--- src/rtl/uart_pkg.sv ---
// Shared UART definitions: receiver state encoding and framing constants.
package uart_pkg;

  // Smallest usable clocks-per-bit; smaller divisor values are raised to this.
  localparam int DIV_MIN = 2;

  // Payload bits per frame (8N1), shared with the transmitter.
  localparam int DATA_BITS = 8;

  // Receiver state encoding, 3 bits wide.
  typedef enum logic [2:0] {
    S_IDLE  = 3'd0,
    S_START = 3'd1,
    S_DATA  = 3'd2,
    S_STOP  = 3'd3,
    S_BREAK = 3'd4
  } rx_state_e;

endpackage

--- src/rtl/rx_uart_if.sv ---
// Ready/valid read port carrying received bytes out of the receiver FIFO.
interface rx_uart_if;
  import uart_pkg::*;

  logic [DATA_BITS-1:0] rx_data;
  logic                 rx_valid;
  logic                 rx_ready;

  // The receiver sources bytes; the consumer acknowledges with rx_ready.
  modport master (output rx_data, output rx_valid, input rx_ready);
  modport slave  (input rx_data, input rx_valid, output rx_ready);
endinterface

--- src/rtl/uart_rx_fifo.sv ---
// Small receive FIFO with a registered head word that holds its value when empty.
module uart_rx_fifo #(
  parameter int DATA_WIDTH = 8,
  parameter int DEPTH      = 16
) (
  input  logic                  clk,
  input  logic                  rst,
  input  logic                  push,
  input  logic [DATA_WIDTH-1:0] din,
  input  logic                  pop,
  output logic                  full,
  output logic                  empty,
  output logic [DATA_WIDTH-1:0] dout
);
  localparam int PTR_W = $clog2(DEPTH);
  localparam logic [PTR_W-1:0] PTR_ONE = PTR_W'(1);
  localparam logic [PTR_W:0]   CNT_ONE = (PTR_W + 1)'(1);
  localparam logic [PTR_W:0]   CNT_FULL = (PTR_W + 1)'(DEPTH);

  logic [DATA_WIDTH-1:0] mem_q [DEPTH];
  logic [PTR_W-1:0]      wr_ptr_q, rd_ptr_q;
  logic [PTR_W:0]        count_q, count_d;
  logic [DATA_WIDTH-1:0] dout_q, dout_d;
  logic                  push_ok, pop_ok;

  assign empty   = (count_q == '0);
  assign full    = (count_q == CNT_FULL);
  assign pop_ok  = pop && !empty;
  // A pop in the same cycle frees the slot, so a full FIFO still accepts.
  assign push_ok = push && (!full || pop_ok);
  assign dout    = dout_q;

  // Next head word and occupancy.
  always_comb begin
    dout_d  = dout_q;
    count_d = count_q;
    if (pop_ok) begin
      if (count_q > CNT_ONE) begin
        dout_d = mem_q[rd_ptr_q + PTR_ONE];
      end else if (push_ok) begin
        dout_d = din;
      end
    end else if (empty && push_ok) begin
      dout_d = din;
    end
    case ({push_ok, pop_ok})
      2'b10:   count_d = count_q + CNT_ONE;
      2'b01:   count_d = count_q - CNT_ONE;
      default: count_d = count_q;
    endcase
  end

  // Storage array, written without reset so it maps onto RAM.
  always_ff @(posedge clk) begin
    if (push_ok) begin
      mem_q[wr_ptr_q] <= din;
    end
  end

  // Pointers, occupancy and head register.
  always_ff @(posedge clk or posedge rst) begin
    if (rst) begin
      wr_ptr_q <= '0;
      rd_ptr_q <= '0;
      count_q  <= '0;
      dout_q   <= '0;
    end else begin
      if (push_ok) wr_ptr_q <= wr_ptr_q + PTR_ONE;
      if (pop_ok)  rd_ptr_q <= rd_ptr_q + PTR_ONE;
      count_q <= count_d;
      dout_q  <= dout_d;
    end
  end
endmodule

--- src/rtl/rx_uart.sv ---
// 8N1 UART receiver: synchroniser, mid-bit sampling FSM and receive FIFO.
module rx_uart
  import uart_pkg::*;
#(
  parameter int FIFO_DEPTH  = 16,
  parameter int SYNC_STAGES = 2
) (
  input  logic        clk,
  input  logic        reset,
  input  logic        rx_in,
  input  logic [15:0] div,
  rx_uart_if.master   rx_port,
  output logic        frame_err,
  output logic        overrun,
  output logic        busy
);
  localparam int IDX_W = $clog2(DATA_BITS);
  localparam logic [IDX_W-1:0] IDX_LAST = IDX_W'(DATA_BITS - 1);
  localparam logic [IDX_W-1:0] IDX_ONE  = IDX_W'(1);

  logic [SYNC_STAGES-1:0] sync_q;
  logic                   rxs;
  logic [15:0]            div_eff;
  rx_state_e              state_q;
  logic [15:0]            cnt_q, deff_q;
  logic [IDX_W-1:0]       bit_idx_q;
  logic [DATA_BITS-1:0]   shift_q;
  logic                   frame_err_q, overrun_q;
  logic                   fifo_full, fifo_empty, fifo_pop, fifo_push;
  logic [DATA_BITS-1:0]   fifo_dout;

  assign rxs       = sync_q[SYNC_STAGES-1];
  assign div_eff   = (div < 16'(DIV_MIN)) ? 16'(DIV_MIN) : div;
  assign fifo_pop  = !fifo_empty && rx_port.rx_ready;
  // Push straight from the stop-sample cycle so the byte is visible next cycle.
  assign fifo_push = (state_q == S_STOP) && (cnt_q == '0) && rxs
                     && (!fifo_full || fifo_pop);

  assign rx_port.rx_valid = !fifo_empty;
  assign rx_port.rx_data  = fifo_dout;
  assign frame_err        = frame_err_q;
  assign overrun          = overrun_q;
  assign busy             = (state_q != S_IDLE);

  // Bring the asynchronous line into the clock domain; idles high.
  always_ff @(posedge clk or posedge reset) begin
    if (reset) sync_q <= '1;
    else       sync_q <= {sync_q[SYNC_STAGES-2:0], rx_in};
  end

  // Frame FSM: start validation, mid-bit data/stop sampling, error pulses.
  always_ff @(posedge clk or posedge reset) begin
    if (reset) begin
      state_q     <= S_IDLE;
      cnt_q       <= '0;
      deff_q      <= 16'(DIV_MIN);
      bit_idx_q   <= '0;
      shift_q     <= '0;
      frame_err_q <= 1'b0;
      overrun_q   <= 1'b0;
    end else begin
      frame_err_q <= 1'b0;
      overrun_q   <= 1'b0;
      case (state_q)
        S_IDLE: begin
          if (!rxs) begin
            state_q <= S_START;
            deff_q  <= div_eff;
            cnt_q   <= (div_eff >> 1) - 16'd1;
          end
        end
        S_START: begin
          if (cnt_q != '0) begin
            cnt_q <= cnt_q - 16'd1;
          end else if (!rxs) begin
            state_q   <= S_DATA;
            cnt_q     <= deff_q - 16'd1;
            bit_idx_q <= '0;
          end else begin
            state_q <= S_IDLE;
          end
        end
        S_DATA: begin
          if (cnt_q != '0) begin
            cnt_q <= cnt_q - 16'd1;
          end else begin
            shift_q[bit_idx_q] <= rxs;
            cnt_q              <= deff_q - 16'd1;
            if (bit_idx_q == IDX_LAST) state_q <= S_STOP;
            else                       bit_idx_q <= bit_idx_q + IDX_ONE;
          end
        end
        S_STOP: begin
          if (cnt_q != '0) begin
            cnt_q <= cnt_q - 16'd1;
          end else if (rxs) begin
            if (!fifo_push) overrun_q <= 1'b1;
            state_q <= S_IDLE;
          end else begin
            frame_err_q <= 1'b1;
            state_q     <= S_BREAK;
          end
        end
        S_BREAK: begin
          if (rxs) state_q <= S_IDLE;
        end
        default: state_q <= S_IDLE;
      endcase
    end
  end

  uart_rx_fifo #(
    .DATA_WIDTH (DATA_BITS),
    .DEPTH      (FIFO_DEPTH)
  ) u_fifo (
    .clk   (clk),
    .rst   (reset),
    .push  (fifo_push),
    .din   (shift_q),
    .pop   (fifo_pop),
    .full  (fifo_full),
    .empty (fifo_empty),
    .dout  (fifo_dout)
  );
endmodule
--- src/flat_wrapper.sv ---
// flat-port wrapper written by rule: the top's interface ports become plain ports
module rx_uart_flat import uart_pkg::*;
#(
  parameter int FIFO_DEPTH  = 16,
  parameter int SYNC_STAGES = 2
)
  (clk, reset, rx_in, div, frame_err, overrun, busy, rx_port_rx_data, rx_port_rx_valid, rx_port_rx_ready);
  rx_uart_if rx_port_i ();
  input  logic clk;
  input  logic reset;
  input  logic rx_in;
  input  logic [15:0] div;
  output logic frame_err;
  output logic overrun;
  output logic busy;
  output wire logic [$bits(rx_port_i.rx_data)-1:0] rx_port_rx_data;
  output wire logic [$bits(rx_port_i.rx_valid)-1:0] rx_port_rx_valid;
  input wire logic [$bits(rx_port_i.rx_ready)-1:0] rx_port_rx_ready;
  assign rx_port_rx_data = rx_port_i.rx_data;
  assign rx_port_rx_valid = rx_port_i.rx_valid;
  assign rx_port_i.rx_ready = rx_port_rx_ready;
  rx_uart #(.FIFO_DEPTH(FIFO_DEPTH), .SYNC_STAGES(SYNC_STAGES)) u_core (.clk(clk), .reset(reset), .rx_in(rx_in), .div(div), .rx_port(rx_port_i), .frame_err(frame_err), .overrun(overrun), .busy(busy));
endmodule
--- config.mk ---
export PLATFORM = sky130hd
export DESIGN_NAME = rx_uart_flat
export DESIGN_NICKNAME = d
export VERILOG_FILES = /design/src/rtl/uart_pkg.sv /design/src/rtl/rx_uart_if.sv /design/src/rtl/uart_rx_fifo.sv /design/src/rtl/rx_uart.sv /design/src/flat_wrapper.sv
export SDC_FILE = /design/constraint.sdc
export NUM_CORES = 1
export LEC_CHECK = 0
export ABC_AREA = 0
export BUFFER_PORTS_ARGS = -buffer_cell sky130_fd_sc_hd__buf_2
export CAP_MARGIN = 30
export CORE_UTILIZATION = 45
export CTS_CLUSTER_DIAMETER = 120
export DETAILED_ROUTE_END_ITERATION = 8
export PLACE_DENSITY = 0.66
export SLEW_MARGIN = 10
export SYNTH_ARGS = -nofsm -noshare
export SYNTH_HDL_FRONTEND = slang
export SYNTH_SLANG_ARGS = --single-unit
--- constraint.sdc ---
create_clock -name clk -period 2.8 [get_ports clk]
set_input_delay 0.14 -clock clk [delete_from_list [all_inputs] [get_ports clk]]
set_output_delay 0.14 -clock clk [all_outputs]
set_load 0.03 [all_outputs]
==> flow_summary.json <==
{
  "status": "complete, no violations",
  "cts_tree": "built",
  "most-common-layout-cells": "edfxtp_1, dfrtp_1, nand2_1, nor2_1",
  "internal_power_mw": 5.716,
  "p_leak_nw": 4.030,
  "period_share_pct": 94.47,
  "synth_nets": 739,
  "drt-total-wl_um": 20060,
  "start_util_pct": 46.14,
  "clkLatencyLatePin_ps": 440,
  "yosysTopAreaCellShare_pct": 40.91,
  "start_kind": "flip-flop",
  "synth_cells": 705,
  "async_flop_share_pct": 35.68,
  "die_area_um2": 21460,
  "dpl.hpwl_um": 13720,
  "synth_compound_area_share_pct": 6.631,
  "crit_type": "reg -> reg",
  "cts_inserted_buffers": 17,
  "first_iter_violations": 515,
  "final_util_pct": 53.35,
  "drc": 0,
  "yosys-mux-area-fraction_pct": 12.57,
  "tightest_slew_ps": 828.9,
  "yosysWarnings": 0,
  "final-seq-area_um2": 5625,
  "ioPinCount": 32,
  "synth_area_um2": 9397,
  "dr.pass1.iters": 5,
  "synth_top_family_by_area": "simple AND/OR/NAND/NOR gates",
  "die_h_um": 146.5,
  "p_seq_share_pct": 42.5,
  "fin_nets": 799,
  "finalPower_mw": 8.449,
  "grt_pass1_wl_um": 32180,
  "areaGrowthSynthToFinish_pct": 15.62,
  "path_max_fanout": 8,
  "power_frac_comb_pct": 26.1,
  "rsz0062_at_grt": "true",
  "vias": 5997,
  "grtUsageTotal_pct": 19.58,
  "critPathMostFrequentCell": "nor2_1",
  "htreeDepth": 4,
  "synth_area_leaders": "edfxtp_1, dfrtp_1, mux4_2, mux2_2, xnor2_1",
  "wire_per_inst_um": 19.14,
  "p_clk_share_pct": 31.4,
  "synth_top_area_cell": "edfxtp_1",
  "rows": 52,
  "cpMaxStageDelayCell": "or4b_4",
  "synthXorXnorAreaFrac_pct": 3.635,
  "end_kind": "flip-flop",
  "path_cells": "inv_2 > ha_2 > nor4b_4 > nand4_2 > or4b_4 > nor2_1 > nand2_1 > nor2_1 > buf_4",
  "clock_skew_ps": 13.29,
  "maxCapViolCount": 0,
  "synth-simple-area-share_pct": 12.74,
  "setup-violations-final": 0,
  "clk_path_buf_depth": 2,
  "clk_pin_slew_ps": 80,
  "fmax_mhz": 378.1,
  "antenna_found_initial": 0,
  "nFillCells": 1634,
  "chipWidth_um": 146.5,
  "synth_cell_types": 65,
  "synth_edf_count": 128,
  "ir_drop_mv": 0.4901,
  "slew_violations": 0,
  "grt_pass1_vias": 5912,
  "cpPeakStageDelay_ps": 610,
  "p_sw_mw": 2.733,
  "io_buffer_count": 31,
  "seq_area_frac_synth_pct": 59.85,
  "r2r_cells": 9,
  "layout_commonest_cell": "edfxtp_1",
  "ys.flop_type": "edfxtp_1",
  "netSwitchingFraction_pct": 32.35,
  "vias_per_cell": 5.722,
  "ys_ff_latch": 199,
  "power.density_nw_per_um2": 777.7,
  "maxSlewHeadroom_pct": 44.66,
  "avgSynthCellArea_um2": 13.33,
  "gp_congestion": 0.9000,
  "grt_start_max_net_pins": 38,
  "cts.sinks": 199,
  "grt-ovfl-total": 0,
  "cp.required_ps": 2940,
  "multi_input_area_um2": 3582,
  "hold_viol": 0,
  "min_path_type": "in -> reg",
  "synth_fa_ha_area_share_pct": 1.864,
  "min_period_ps": 2645,
  "n_antenna_cell": 0,
  "arrival_ps": 2780,
  "holdPathStages": 2,
  "antenna_left": 0,
  "drive_gt1_share_pct": 25.06,
  "core_area_um2": 20360,
  "root_buffer": "clkbuf_16"
}
==> registers in the layout, summed over array words and instances (netlist names) <==
register / count
u_core.u_fifo.rd_ptr_q: 4
u_core.state_q: 3
u_core.overrun: 1
u_core.cnt_q: 16
u_core.deff_q: 16
u_core.u_fifo.dout: 8
u_core.u_fifo.mem_q: 128
u_core.sync_q: 2
u_core.shift_q: 8
u_core.bit_idx_q: 3
u_core.u_fifo.count_q: 5
u_core.frame_err: 1
u_core.u_fifo.wr_ptr_q: 4
==> worst max-delay path, delay by kind of cell (launching register included) <==
kind                     cells  cell delay, ps
AND/OR/NAND/NOR              6            1440
buffers and inverters        2             310
adder cells (fa/ha/maj)      1             190
flip-flops                   1             410
==> final timing paths <==
| path | from | endpoint | slack (ps) |
|---|---|---|---|
| max in group asynchronous | reset | u_core.deff_q[1] | 1630 |
| worst min-delay path | div[3] | u_core.deff_q[3] | 20 |
| worst min register to register | u_core.sync_q[0] | u_core.sync_q[1] | 360 |
| worst max-delay path | u_core.cnt_q[0] | u_core.u_fifo.mem_q[11][4] | 150 |
| min in group asynchronous | reset | u_core.u_fifo.rd_ptr_q[1] | 410 |
| worst max register to register | u_core.cnt_q[0] | u_core.u_fifo.mem_q[11][4] | 150 |
==> what timing repair did <==
item	4_1_cts	5_1_grt
buffers inserted	1	0
pin swaps	1	2
gates cloned	0	1
setup endpoints to repair	42	91
resized for setup	5	9
hold endpoints to repair	44	0
hold buffers	13	0
==> cells in the mapped netlist, drive strengths merged (14+ instances only) <==
cell type	count
clkbuf	23
nand2	51
o21ai	32
buf	15
nor3	26
a21oi	17
dfrtp	68
nor2	50
mux2	32
a31oi	16
mux4	32
inv	19
nand3	16
edfxtp	128
ha	14
xnor2	22
xor2	17
==> cells by family (layout without fill, tap and decap cells) <==
family,after synthesis,in the layout
adder cells (fa/ha/maj),14,14
AND/OR/NAND/NOR,223,224
buffers and inverters,57,129
multiplexers,74,74
XOR/XNOR,39,39
flip-flops,199,199
AO/OA/AOI/OAI,99,99
==> per-stage QoR <==
step / TNS [ps] / setup WS [ps] / instances / area, um^2 / hold WS [ps]
6_report: 0 / 155.0 / 1048 / 10860 / 17.14
5_1_grt: -46.08 / -46.08 / 1048 / 10860 / 18.99
4_1_cts: 0 / 36.80 / 1047 / 10830 / 2.044
3_5_place_dp: -360.5 / -67.53 / 1001 / 10010 / 246.2
3_3_place_gp: 0 / 87.97 / 1001 / 10010 / 248.0
2_1_floorplan: -8168 / -255.3 / 705 / 9418 / 144.5
==> layout make-up <==
cell class	count	area share, %
flip-flops and latches	199	51.78
inverters	19	0.7025
multi-input cells	450	32.97
clock inverters	15	2.200
repair buffers	78	5.321
clock buffers	17	3.916
well taps	270	3.110
==> power by group through the flow <==
stage / Clock, mW / Combinational [mW] / Sequential (mW)
after floorplan: 0 / 1.59 / 3.69
after global placement: 0 / 2.12 / 3.63
after detailed placement: 0 / 2.17 / 3.65
after CTS: 2.70 / 2.21 / 3.59
after global routing: 2.82 / 2.40 / 3.63
final: 2.65 / 2.20 / 3.59
==> per-layer routing <==
layer	part of all wire (%)	global-route usage [%]
met1	45	26.05
met2	49	32.93
met3	4.1	3.688
met4	1.6	5.260
met5	0	0
Power figures use the tool's default switching activity.
